File: src/rtl/ray_frame_sequencer.sv
// Ray-tracer config-bus master: one-time register setup, then per frame camera Q/start writes and status polling; one request in flight, held until ms_taken_i.
// DOUBLE_BUFFER_EN: alternate frame buffers A/B per frame and publish the finished buffer on display_address_o.
module ray_frame_sequencer #(
    parameter int POSITION_WIDTH = 16,
    parameter int DATA_WIDTH     = 24,
    parameter int ADDRESS_WIDTH  = 32,
    parameter int BASE_WIDTH     = 5,
    parameter int ID_WIDTH       = 4,
    parameter logic [ADDRESS_WIDTH-BASE_WIDTH-1:0] CONFIG_BASE = '0,
    parameter logic [ID_WIDTH-1:0] BUS_ID = '0,
    parameter int POLL_GAP       = 64
) (
    input  logic                               clock_i,
    input  logic                               reset_i,
    input  logic                               go_i,
    input  logic                               abort_i,
    input  logic [15:0]                        frame_count_i,
    input  logic [2:0][POSITION_WIDTH-1:0]     camera_q0_i,
    input  logic [2:0][POSITION_WIDTH-1:0]     delta_q_i,
    input  logic [2:0][POSITION_WIDTH-1:0]     camera_v_i,
    input  logic [2:0][POSITION_WIDTH-1:0]     camera_x_i,
    input  logic [2:0][POSITION_WIDTH-1:0]     camera_y_i,
    input  logic [11:0]                        width_i,
    input  logic [11:0]                        height_i,
    input  logic [ADDRESS_WIDTH-1:0]           material_address_i,
    input  logic [ADDRESS_WIDTH-1:0]           tree_address_i,
    input  logic [ADDRESS_WIDTH-1:0]           frame_address_a_i,
`ifdef DOUBLE_BUFFER_EN
    input  logic [ADDRESS_WIDTH-1:0]           frame_address_b_i,
    output logic [ADDRESS_WIDTH-1:0]           display_address_o,
`endif
    output logic                               ms_valid_o,
    input  logic                               ms_taken_i,
    output logic [ADDRESS_WIDTH-1:0]           ms_address_o,
    output logic [DATA_WIDTH-1:0]              ms_data_o,
    output logic                               ms_write_o,
    output logic [ID_WIDTH-1:0]                ms_id_o,
    input  logic                               sm_valid_i,
    output logic                               sm_taken_o,
    input  logic [DATA_WIDTH-1:0]              sm_data_i,
    input  logic [ID_WIDTH-1:0]                sm_id_i,
    output logic                               busy_o,
    output logic                               frame_done_o,
    output logic [15:0]                        frame_index_o
);

    localparam logic [3:0] S_IDLE      = 4'd0;
    localparam logic [3:0] S_SETUP     = 4'd1;
    localparam logic [3:0] S_FRAME     = 4'd2;
    localparam logic [3:0] S_START     = 4'd3;
    localparam logic [3:0] S_GAP       = 4'd4;
    localparam logic [3:0] S_POLL_REQ  = 4'd5;
    localparam logic [3:0] S_POLL_WAIT = 4'd6;
    localparam logic [3:0] S_NEXT      = 4'd7;
    localparam logic [3:0] S_DONE      = 4'd8;

    localparam int GAP_W = $clog2(POLL_GAP + 1);

    logic [3:0]                         state_q, state_d;
    logic [3:0]                         step_q, step_d;
    logic                               ms_valid_q, ms_valid_d;
    logic                               abort_q, abort_d;
    logic [GAP_W-1:0]                   gap_q, gap_d;
    logic [15:0]                        frame_index_q, frame_index_d;
    logic [15:0]                        frame_count_q, frame_count_d;
    logic [2:0][POSITION_WIDTH-1:0]     q_q, q_d;
    logic [2:0][POSITION_WIDTH-1:0]     dq_q, dq_d;
    logic [ADDRESS_WIDTH-1:0]           display_q, display_d;

    logic [BASE_WIDTH-1:0]              offset;
    logic                               ms_write;
    logic [DATA_WIDTH-1:0]              wr_data;
    logic [ADDRESS_WIDTH-1:0]           frame_addr;
    logic                               last_step;
    logic [3:0]                         after_state;
    logic                               abort_now;
    logic                               resp_ok;
    logic                               poll_idle;
    logic                               unused_bits;

`ifdef DOUBLE_BUFFER_EN
    assign frame_addr        = frame_index_q[0] ? frame_address_b_i : frame_address_a_i;
    assign display_address_o = display_q;
`else
    assign frame_addr        = frame_address_a_i;
`endif

    assign unused_bits = ^{material_address_i[7:0], tree_address_i[7:0], frame_addr[7:0],
                           sm_data_i[DATA_WIDTH-1:3], sm_data_i[0], display_q};

    // Register offset is a pure function of state and step, so it stays stable while a request waits.
    always_comb begin
        offset   = '0;
        ms_write = 1'b1;
        case (state_q)
            S_SETUP: begin
                if (step_q == 4'd0)      offset = BASE_WIDTH'(1);
                else if (step_q == 4'd1) offset = BASE_WIDTH'(2);
                else                     offset = BASE_WIDTH'(step_q) + BASE_WIDTH'(5);
            end
            S_FRAME:    offset = (step_q == 4'd0) ? BASE_WIDTH'(3) : BASE_WIDTH'(step_q) + BASE_WIDTH'(3);
            S_POLL_REQ: ms_write = 1'b0;
            default: ;
        endcase
    end

    always_comb begin
        wr_data = '0;
        case (32'(offset))
            0:    wr_data = DATA_WIDTH'(ms_write);
            1:    wr_data = DATA_WIDTH'(material_address_i[ADDRESS_WIDTH-1:8]);
            2:    wr_data = DATA_WIDTH'(tree_address_i[ADDRESS_WIDTH-1:8]);
            3:    wr_data = DATA_WIDTH'(frame_addr[ADDRESS_WIDTH-1:8]);
            4:    wr_data = DATA_WIDTH'(q_q[0]);
            5:    wr_data = DATA_WIDTH'(q_q[1]);
            6:    wr_data = DATA_WIDTH'(q_q[2]);
            7:    wr_data = DATA_WIDTH'(camera_v_i[0]);
            8:    wr_data = DATA_WIDTH'(camera_v_i[1]);
            9:    wr_data = DATA_WIDTH'(camera_v_i[2]);
            'hA:  wr_data = DATA_WIDTH'(camera_x_i[0]);
            'hB:  wr_data = DATA_WIDTH'(camera_x_i[1]);
            'hC:  wr_data = DATA_WIDTH'(camera_x_i[2]);
            'hD:  wr_data = DATA_WIDTH'(camera_y_i[0]);
            'hE:  wr_data = DATA_WIDTH'(camera_y_i[1]);
            'hF:  wr_data = DATA_WIDTH'(camera_y_i[2]);
            'h10: wr_data = DATA_WIDTH'(width_i);
            'h11: wr_data = DATA_WIDTH'(height_i);
            default: ;
        endcase
    end

    always_comb begin
        last_step   = 1'b1;
        after_state = S_GAP;
        case (state_q)
            S_SETUP:    begin last_step = (step_q == 4'd12); after_state = S_FRAME; end
            S_FRAME:    begin last_step = (step_q == 4'd3);  after_state = S_START; end
            S_START:    after_state = S_GAP;
            S_POLL_REQ: after_state = S_POLL_WAIT;
            default: ;
        endcase
    end

    assign abort_now = abort_q | abort_i;
    assign sm_taken_o = (state_q == S_POLL_WAIT) && (sm_id_i == BUS_ID);
    assign resp_ok    = sm_taken_o && sm_valid_i;
    assign poll_idle  = !sm_data_i[2] && sm_data_i[1];

    always_comb begin
        state_d       = state_q;
        step_d        = step_q;
        ms_valid_d    = ms_valid_q;
        abort_d       = abort_q | (abort_i && state_q != S_IDLE);
        gap_d         = '0;
        frame_index_d = frame_index_q;
        frame_count_d = frame_count_q;
        q_d           = q_q;
        dq_d          = dq_q;
        display_d     = display_q;
        case (state_q)
            S_IDLE: begin
                if (go_i) begin
                    q_d           = camera_q0_i;
                    dq_d          = delta_q_i;
                    frame_count_d = frame_count_i;
                    frame_index_d = '0;
                    step_d        = '0;
                    state_d       = (frame_count_i == 16'd0) ? S_DONE : S_SETUP;
                end
            end
            S_SETUP, S_FRAME, S_START, S_POLL_REQ: begin
                if (ms_valid_q) begin
                    if (ms_taken_i) begin
                        ms_valid_d = 1'b0;
                        if (abort_now) begin
                            state_d = S_IDLE;
                        end else if (last_step) begin
                            step_d  = '0;
                            state_d = after_state;
                        end else begin
                            step_d = step_q + 4'd1;
                        end
                    end
                end else if (abort_now) begin
                    state_d = S_IDLE;
                end else begin
                    ms_valid_d = 1'b1;
                end
            end
            S_GAP: begin
                if (abort_now)                          state_d = S_IDLE;
                else if (gap_q == GAP_W'(POLL_GAP - 1)) state_d = S_POLL_REQ;
                else                                    gap_d = gap_q + GAP_W'(1);
            end
            S_POLL_WAIT: begin
                if (resp_ok) begin
                    if (abort_now)      state_d = S_IDLE;
                    else if (poll_idle) state_d = S_NEXT;
                    else                state_d = S_GAP;
                end
            end
            S_NEXT: begin
                frame_index_d = frame_index_q + 16'd1;
                display_d     = frame_addr;
                for (int i = 0; i < 3; i++) q_d[i] = q_q[i] + dq_q[i];
                state_d = (frame_index_q + 16'd1 == frame_count_q) ? S_DONE : S_FRAME;
            end
            S_DONE:  state_d = S_IDLE;
            default: state_d = S_IDLE;
        endcase
        // An abort never survives into the next sequence.
        if (state_q == S_IDLE || state_d == S_IDLE) abort_d = 1'b0;
    end

    always_ff @(posedge clock_i) begin
        if (reset_i) begin
            state_q       <= S_IDLE;
            step_q        <= '0;
            ms_valid_q    <= 1'b0;
            abort_q       <= 1'b0;
            gap_q         <= '0;
            frame_index_q <= '0;
            frame_count_q <= '0;
            q_q           <= '0;
            dq_q          <= '0;
            display_q     <= frame_address_a_i;
        end else begin
            state_q       <= state_d;
            step_q        <= step_d;
            ms_valid_q    <= ms_valid_d;
            abort_q       <= abort_d;
            gap_q         <= gap_d;
            frame_index_q <= frame_index_d;
            frame_count_q <= frame_count_d;
            q_q           <= q_d;
            dq_q          <= dq_d;
            display_q     <= display_d;
        end
    end

    assign ms_valid_o    = ms_valid_q;
    assign ms_address_o  = {CONFIG_BASE, offset};
    assign ms_data_o     = wr_data;
    assign ms_write_o    = ms_write;
    assign ms_id_o       = BUS_ID;
    assign busy_o        = (state_q != S_IDLE) && (state_q != S_DONE);
    assign frame_done_o  = (state_q == S_NEXT);
    assign frame_index_o = frame_index_q;

endmodule

File: config.mk
export PLATFORM = sky130hd
export DESIGN_NAME = ray_frame_sequencer
export DESIGN_NICKNAME = d
export VERILOG_FILES = /design/src/rtl/ray_frame_sequencer.sv
export SDC_FILE = /design/constraint.sdc
export NUM_CORES = 1
export LEC_CHECK = 0
export CORE_AREA = 3 3 192 194
export DETAILED_ROUTE_END_ITERATION = 7
export DIE_AREA = 0 0 195 197
export PLACE_DENSITY = 0.67
export SYNTH_ARGS = -nofsm -noshare
export SYNTH_HDL_FRONTEND = slang
export SYNTH_SLANG_ARGS = --single-unit
File: constraint.sdc
create_clock -name clock_i -period 3.8 [get_ports clock_i]
set_input_delay 1.14 -clock clock_i [delete_from_list [all_inputs] [get_ports clock_i]]
set_output_delay 1.14 -clock clock_i [all_outputs]
set_load 0.03 [all_outputs]
==> flow_metrics.tcl, run 1 <==
set metrics [dict create \
    result_of_the_run "complete, but fails checks" \
    violated_checks "setup timing" \
    timing.final.hold_violations 0 \
    synth_edf_count 0 \
    io_pins 491 \
    setup_repair_after_global_routing_missed_its_margin "true" \
    power.total_uw 4490 \
    final.setup_skew_ns 0.0100 \
    r2r_start "q_q[0]$_SDFFE_PP0P_" \
    groute.usage.overall_pct 29.0 \
    critPathArrivalTime_ns 3.43 \
    layout-area-overhead-vs-synth_pct 63.5 \
    yosys-top-cells-area "dfxtp_1 27%, nand2_1 8.8%, a21oi_1 6.4%" \
    postSynthAreaPerCell_um2 7.59 \
    worstSetupPathDepth 12 \
    hp-class "flop to flop" \
    max_freq_mhz 219 \
    grt_antenna_before_repair 11 \
    final_core_util_pct 50.2 \
    synth.most_common_cell "nand2_1" \
    placement.cell_area_um2 16500 \
    synth.cell_area_um2 10900 \
    worst_ep_required_time_ns 2.66 \
    pin_count_of_the_biggest_net_entering_global_routing 73 \
    numCtsBuffers 17 \
    vias 13391 \
    post_route_cells_drive_above_1_share_pct 17.8 \
    routed_wirelength_um 58500 \
    insertion_delay_ns 0.44 \
    floorplan.core_area_um2 35400 \
    clk_pin_slew_ns 0.06 \
    vertical_die_dimension_um 197 \
    fin_crit_sh_pct 120 \
    worst-r2r-setup-slack_ns 0.79 \
    timing.critical_path.slowest_cell_delay_ns 0.48 \
    first_pass_grt_wire_length_um 84100 \
    postLayoutCellArea_um2 17800 \
    cp_slowest_cell "or4b_1" \
    crit_path_max_fanout 6 \
    rr_worst_depth 11 \
    proportion_of_register_bits_with_asynchronous_set_or_reset_after_synthesis_pct 0 \
    first_iter_violations 1241 \
    crit_path_end_kind "output port" \
    power.ir.vdd_worst_uv 283 \
    crit_path_start "step_q[0]$_SDFFE_PP0P_" \
    h-tree-depth 4 \
    timing_worst_setup_path_type "flop to output port" \
    cts_tree "built" \
    synthFlopType "dfxtp_1" \
    synth_top_cell_area_share_pct 26.7 \
    post_synth_inst_count 1433 \
    synth_top_cells_by_count "255 x nand2_1, 145 x dfxtp_1, 140 x a21oi_1" \
    dpl.hpwl_um 47500 \
    setup_violations 25 \
    cp-start-kind "flop" \
    clk_root_buffer_cell "clkbuf_16" \
    clockBufferDepth 2 \
    worst_slew_margin_rel_pct 47.3 \
    total_leakage_power_uw 0.00703 \
    synth_seq_cells 145 \
    clock-sinks 145 \
    die_area_um2 38400 \
    die_x_um 195 \
    antenna_violating_nets_post_route 0 \
    grt_overflow_total 0 \
    timing.critical_path.buf_inv 4 \
    core.rowCount 69 \
    timing.critical_path.to "ms_data_o[9]" \
    floorplan.initialDensity_pct 30.7 \
    post-route-worst-setup-slack_ns -0.767 \
    count_of_input_and_output_buffers 413 \
    routabilityCongestion 0.983 \
    period_minus_slack_ns 4.57 \
    fin_nets 2416 \
    timing_max_transition_violations_final 0 \
    cp_top_family "compound AO/OA/AOI/OAI gates" \
    synth.lib_cells_used.distinct 93 \
    tightest_slew_ns 0.790 \
    seq_area_frac_synth_pct 26.7 \
    drt-wirelength-per-cell_um 24.0 \
    drc_errors 0 \
    grt_pass1_vias 13068 \
    critical_path.reg2reg.endpoint "q_q[12]$_SDFFE_PP0P_" \
    cap_viol_max_count 0 \
    crit_path_cell_trace "inv_4 -> ha_4 -> or4b_1 -> a21oi_2 -> a21o_1 -> inv_2 -> buf_6 -> and3_4 -> a222oi_1 -> nand3_1 -> a311o_2 -> buf_12" \
    vias_per_cell 5.50 \
    synth.largest_area_cell "dfxtp_1" \
    power_density_nw_per_um2 252 \
    synth-warning-count 0 \
    detail_route.first_pass.iterations 5 \
]
[routing by layer]
layer  vias to the layer above  GRT usage, %  wire length, um
li1                       6283             -                -
met3                       101          5.45             4670
met5                         -             0               27
met4                         4          12.6             2310
met1                      6375          35.7            23000
met2                       628          49.7            28500
[what timing repair did]
action | CTS | global route
resized for setup | 82 | 18
pin swaps | 34 | 23
hold buffers | 0 | 0
setup endpoints to repair | 25 | 25
hold endpoints to repair | 0 | 0
buffers inserted | 30 | 13
gates cloned | 3 | 0
[flip-flops by register name (all words and copies together), names as in the netlist]
signal	flops
frame_index_o	16
step_q	4
state_q	4
abort_q	1
gap_q	7
frame_count_q	16
q_q	48
dq_q	48
ms_valid_o	1
[worst register-to-register path: cells and delay by family (launching register included)]
family	cells	cell delay [ns]
fa+ha+maj	2	0.47
flops	1	0.37
buf+inv	1	0.08
xor+xnor	1	0.21
compound gates	6	1.70
simple gates	1	0.05
[report_power, final]
part           switching (uW)  total [uW]  internal, uW
combinational             558        1190           628
sequential               88.1        1680          1600
clock                     699        1620           918
[logic make-up after synthesis]
| logic type | count (synthesis) | synth area share [%] |
|---|---|---|
| compound gates | 430 | 27.8 |
| xor+xnor | 65 | 5.24 |
| fa+ha+maj | 53 | 6.31 |
| buf+inv | 160 | 7.68 |
| flops | 145 | 26.7 |
| mux | 7 | 0.656 |
| other cells | 1 | 0.0345 |
| simple gates | 572 | 25.6 |
[through the flow]
stage | TNS (ns) | worst slack (ns) | cells | hold WS (ns)
after floorplan | -3.04 | -0.221 | 1463 | 0.418
after global placement | -9.61 | -0.502 | 2355 | 0.431
after global routing | -18.28 | -0.874 | 2434 | 0.470
final | -15.44 | -0.767 | 2436 | 0.449
after detailed placement | -10.62 | -0.530 | 2355 | 0.440
after CTS | -15.41 | -0.756 | 2417 | 0.454
[cell type report]
| class | instances | area, um^2 |
|---|---|---|
| Fill cell | 3426 | 17600 |
| Multi-Input combinational cell | 1158 | 7590 |
| Timing Repair Buffer | 595 | 5970 |
| Sequential cell | 145 | 2910 |
| Tap cell | 461 | 577 |
| Clock buffer | 20 | 447 |
| Inverter | 36 | 140 |
| Clock inverter | 12 | 110 |
| Antenna cell | 9 | 22.5 |
[cells in the final DEF, fill, tap and decap left out, drive strengths merged, types with 18 or more instances in the layout]
cell           Yosys  layout
a221oi            19      19
dfxtp            145     145
nand2            256     256
conb               1      31
xor2              25      25
nor3              35      35
ha                50      50
o21ai             43      43
a22o              18      18
and3              34      34
clkbuf            55      20
inv               36      38
nand3             43      43
nand4             22      22
nor2              97      97
buf               69     211
a21oi            141     141
clkdlybuf4s50      0     382
a22oi             79      79
xnor2             40      40
[worst min-delay path by stage]
stage          depth (start not counted)                  end  slack (ns)                 from
2_1_floorplan                          1  gap_q[0]$_SDFF_PP0_        0.42  gap_q[0]$_SDFF_PP0_
3_3_place_gp                           1  gap_q[0]$_SDFF_PP0_        0.43  gap_q[0]$_SDFF_PP0_
3_5_place_dp                           1  gap_q[0]$_SDFF_PP0_        0.44  gap_q[0]$_SDFF_PP0_
4_1_cts                                1  gap_q[0]$_SDFF_PP0_        0.45  gap_q[0]$_SDFF_PP0_
5_1_grt                                1  gap_q[0]$_SDFF_PP0_        0.47  gap_q[0]$_SDFF_PP0_
6_report                               1  gap_q[0]$_SDFF_PP0_        0.45  gap_q[0]$_SDFF_PP0_
Note: power is estimated with default switching activity, not from simulation.
==> run 2: changes to the inputs <==
- CTS_BUF_LIST: unset -> sky130_fd_sc_hd__clkbuf_4 sky130_fd_sc_hd__clkbuf_8 sky130_fd_sc_hd__clkbuf_16
==> flow_metrics.tcl, run 2 (synthesis results as in run 1) <==
set metrics [dict create \
    io_pins 491 \
    fin_nets 2416 \
    routed_wirelength_um 58500 \
    commonest_cells_after_routing_fill_and_taps_aside "382 x clkdlybuf4s50_1, 253 x nand2_1, 144 x buf_4, 140 x dfxtp_1, 138 x a21oi_1" \
    dpl.hpwl_um 47500 \
    result_of_the_run "complete, but fails checks" \
    worst_slew_margin_rel_pct 46.4 \
    cts_hold_buffers 0 \
    first_iter_violations 1241 \
    switching_power_uw 1340 \
    clk_root_buffer_cell "clkbuf_16" \
    clk_pin_slew_ns 0.06 \
    postLayoutCellArea_um2 17800 \
    post-route-worst-setup-slack_ns -0.765 \
    core.rowCount 69 \
    p_seq_share_pct 37.4 \
    pin_count_of_the_biggest_net_entering_global_routing 73 \
    cp-start-kind "flop" \
    pwr-share-clk_pct 36.2 \
    vias_per_cell 5.49 \
    drt-wirelength-per-cell_um 24.0 \
    crit_path_end_kind "output port" \
    h-tree-depth 4 \
    switching_share_pct 29.9 \
    groute.usage.overall_pct 29.0 \
    crit_path_max_fanout 5 \
    first_pass_grt_wire_length_um 84100 \
    timing.final.hold_violations 0 \
    min_delay_path_depth 1 \
    hp-class "flop to flop" \
    total_leakage_power_uw 0.00704 \
    grt_overflow_total 0 \
    timing_worst_setup_path_type "flop to output port" \
    cts_tree "built" \
    post_route_cells_drive_above_1_share_pct 17.9 \
    worst_ep_required_time_ns 2.66 \
    final.setup_skew_ns 0.00999 \
    routabilityCongestion 0.983 \
    setup_repair_after_global_routing_missed_its_margin "true" \
    floorplan.core_area_um2 35400 \
    clock-sinks 145 \
    max_freq_mhz 219 \
    violated_checks "setup timing" \
    grt_antenna_before_repair 11 \
    period_minus_slack_ns 4.57 \
    vertical_die_dimension_um 197 \
    die_x_um 195 \
    intPower_uw 3160 \
    power.ir.vdd_worst_uv 283 \
    floorplan.initialDensity_pct 30.7 \
    timing_max_transition_violations_final 0 \
    fin_crit_sh_pct 120 \
    final_core_util_pct 50.2 \
    grt_pass1_vias 13068 \
    placement.cell_area_um2 16500 \
    timing.critical_path.slowest_cell_delay_ns 0.48 \
    insertion_delay_ns 0.44 \
    crit_path_cell_trace "inv_4 -> ha_4 -> or4b_1 -> a21oi_2 -> a21o_1 -> inv_2 -> buf_4 -> nor4_4 -> buf_12 -> buf_4 -> a22o_1 -> a221oi_4 -> nand4_1 -> buf_12" \
    drc_errors 0 \
    comb_power_share_pct 26.4 \
    die_area_um2 38400 \
    detail_route.first_pass.iterations 5 \
    cap_viol_max_count 0 \
    worst-r2r-setup-slack_ns 0.80 \
    power.total_uw 4500 \
    power_density_nw_per_um2 253 \
    count_of_input_and_output_buffers 413 \
    layout.cells.most_common "clkdlybuf4s50_1" \
    whs_ns 0.449 \
    cp_slowest_cell "or4b_1" \
    clockBufferDepth 2 \
    antenna_violating_nets_post_route 0 \
    vias 13378 \
    tightest_slew_ns 0.804 \
    top_regs "dq_q (48), q_q (48)" \
    numCtsBuffers 17 \
    critPathArrivalTime_ns 3.43 \
    layout-area-overhead-vs-synth_pct 63.5 \
    rr_worst_depth 11 \
    setup_violations 25 \
]
[run 2: cell counts in the layout (fill, tap and decap cells not counted)]
No cell type changed its count.
[run 2: metrics by stage]
stage,TNS (ns),setup WS (ns),std cells
6_report,-15.45,-0.765,2436
5_1_grt,-18.28,-0.874,2434
4_1_cts,-15.41,-0.756,2417
3_5_place_dp,-10.62,-0.530,2355
3_3_place_gp,-9.61,-0.502,2355
2_1_floorplan,-3.04,-0.221,1463
[run 2: worst max-delay path, delay by kind of cell (launching register included)]
kind | cells | cell delay [ns]
buffers and inverters | 6 | 0.79
DFF | 1 | 0.39
adders and majority gates | 1 | 0.17
and+or+nand+nor | 3 | 1.01
AOI/OAI and AO/OA | 4 | 0.62
[run 2: path summary, 6_finish.rpt]
kind / startpoint / to
setup / recovery: step_q[0]$_SDFFE_PP0P_ / ms_data_o[14]
hold / removal: gap_q[0]$_SDFF_PP0_ / gap_q[0]$_SDFF_PP0_
setup reg to reg: q_q[0]$_SDFFE_PP0P_ / q_q[12]$_SDFFE_PP0P_
hold reg to reg: gap_q[0]$_SDFF_PP0_ / gap_q[0]$_SDFF_PP0_
[run 2: cell type report]
type	count	area, um^2
Antenna cell	9	22.5
Clock buffer	20	454
Clock inverter	12	110
Fill cell	3423	17600
Inverter	36	140
Multi-Input combinational cell	1158	7590
Sequential cell	145	2910
Tap cell	461	577
Timing Repair Buffer	595	5970
[run 2: metal layers]
| layer | up-vias | GRT usage [%] | wire, um |
|---|---|---|---|
| met4 | 4 | 12.6 | 2390 |
| li1 | 6282 | - | - |
| met3 | 108 | 5.45 | 4640 |
| met1 | 6346 | 35.7 | 23000 |
| met2 | 638 | 49.7 | 28400 |
| met5 | - | 0 | 27 |
[run 2: repair_timing]
item | 4_1_cts | 5_1_grt
setup buffers | 30 | 13
gates resized for setup | 82 | 18
pin swaps | 34 | 23
cloned | 3 | 0
setup endpoints to repair | 25 | 25
[run 2: power by group through the flow]
| stage | clock [uW] | combinational [uW] | sequential, uW |
|---|---|---|---|
| 2_1_floorplan | 0 | 530 | 1670 |
| 3_3_place_gp | 0 | 1130 | 1710 |
| 3_5_place_dp | 0 | 1140 | 1710 |
| 4_1_cts | 1660 | 1180 | 1680 |
| 5_1_grt | 1720 | 1270 | 1690 |
| 6_report | 1630 | 1190 | 1680 |
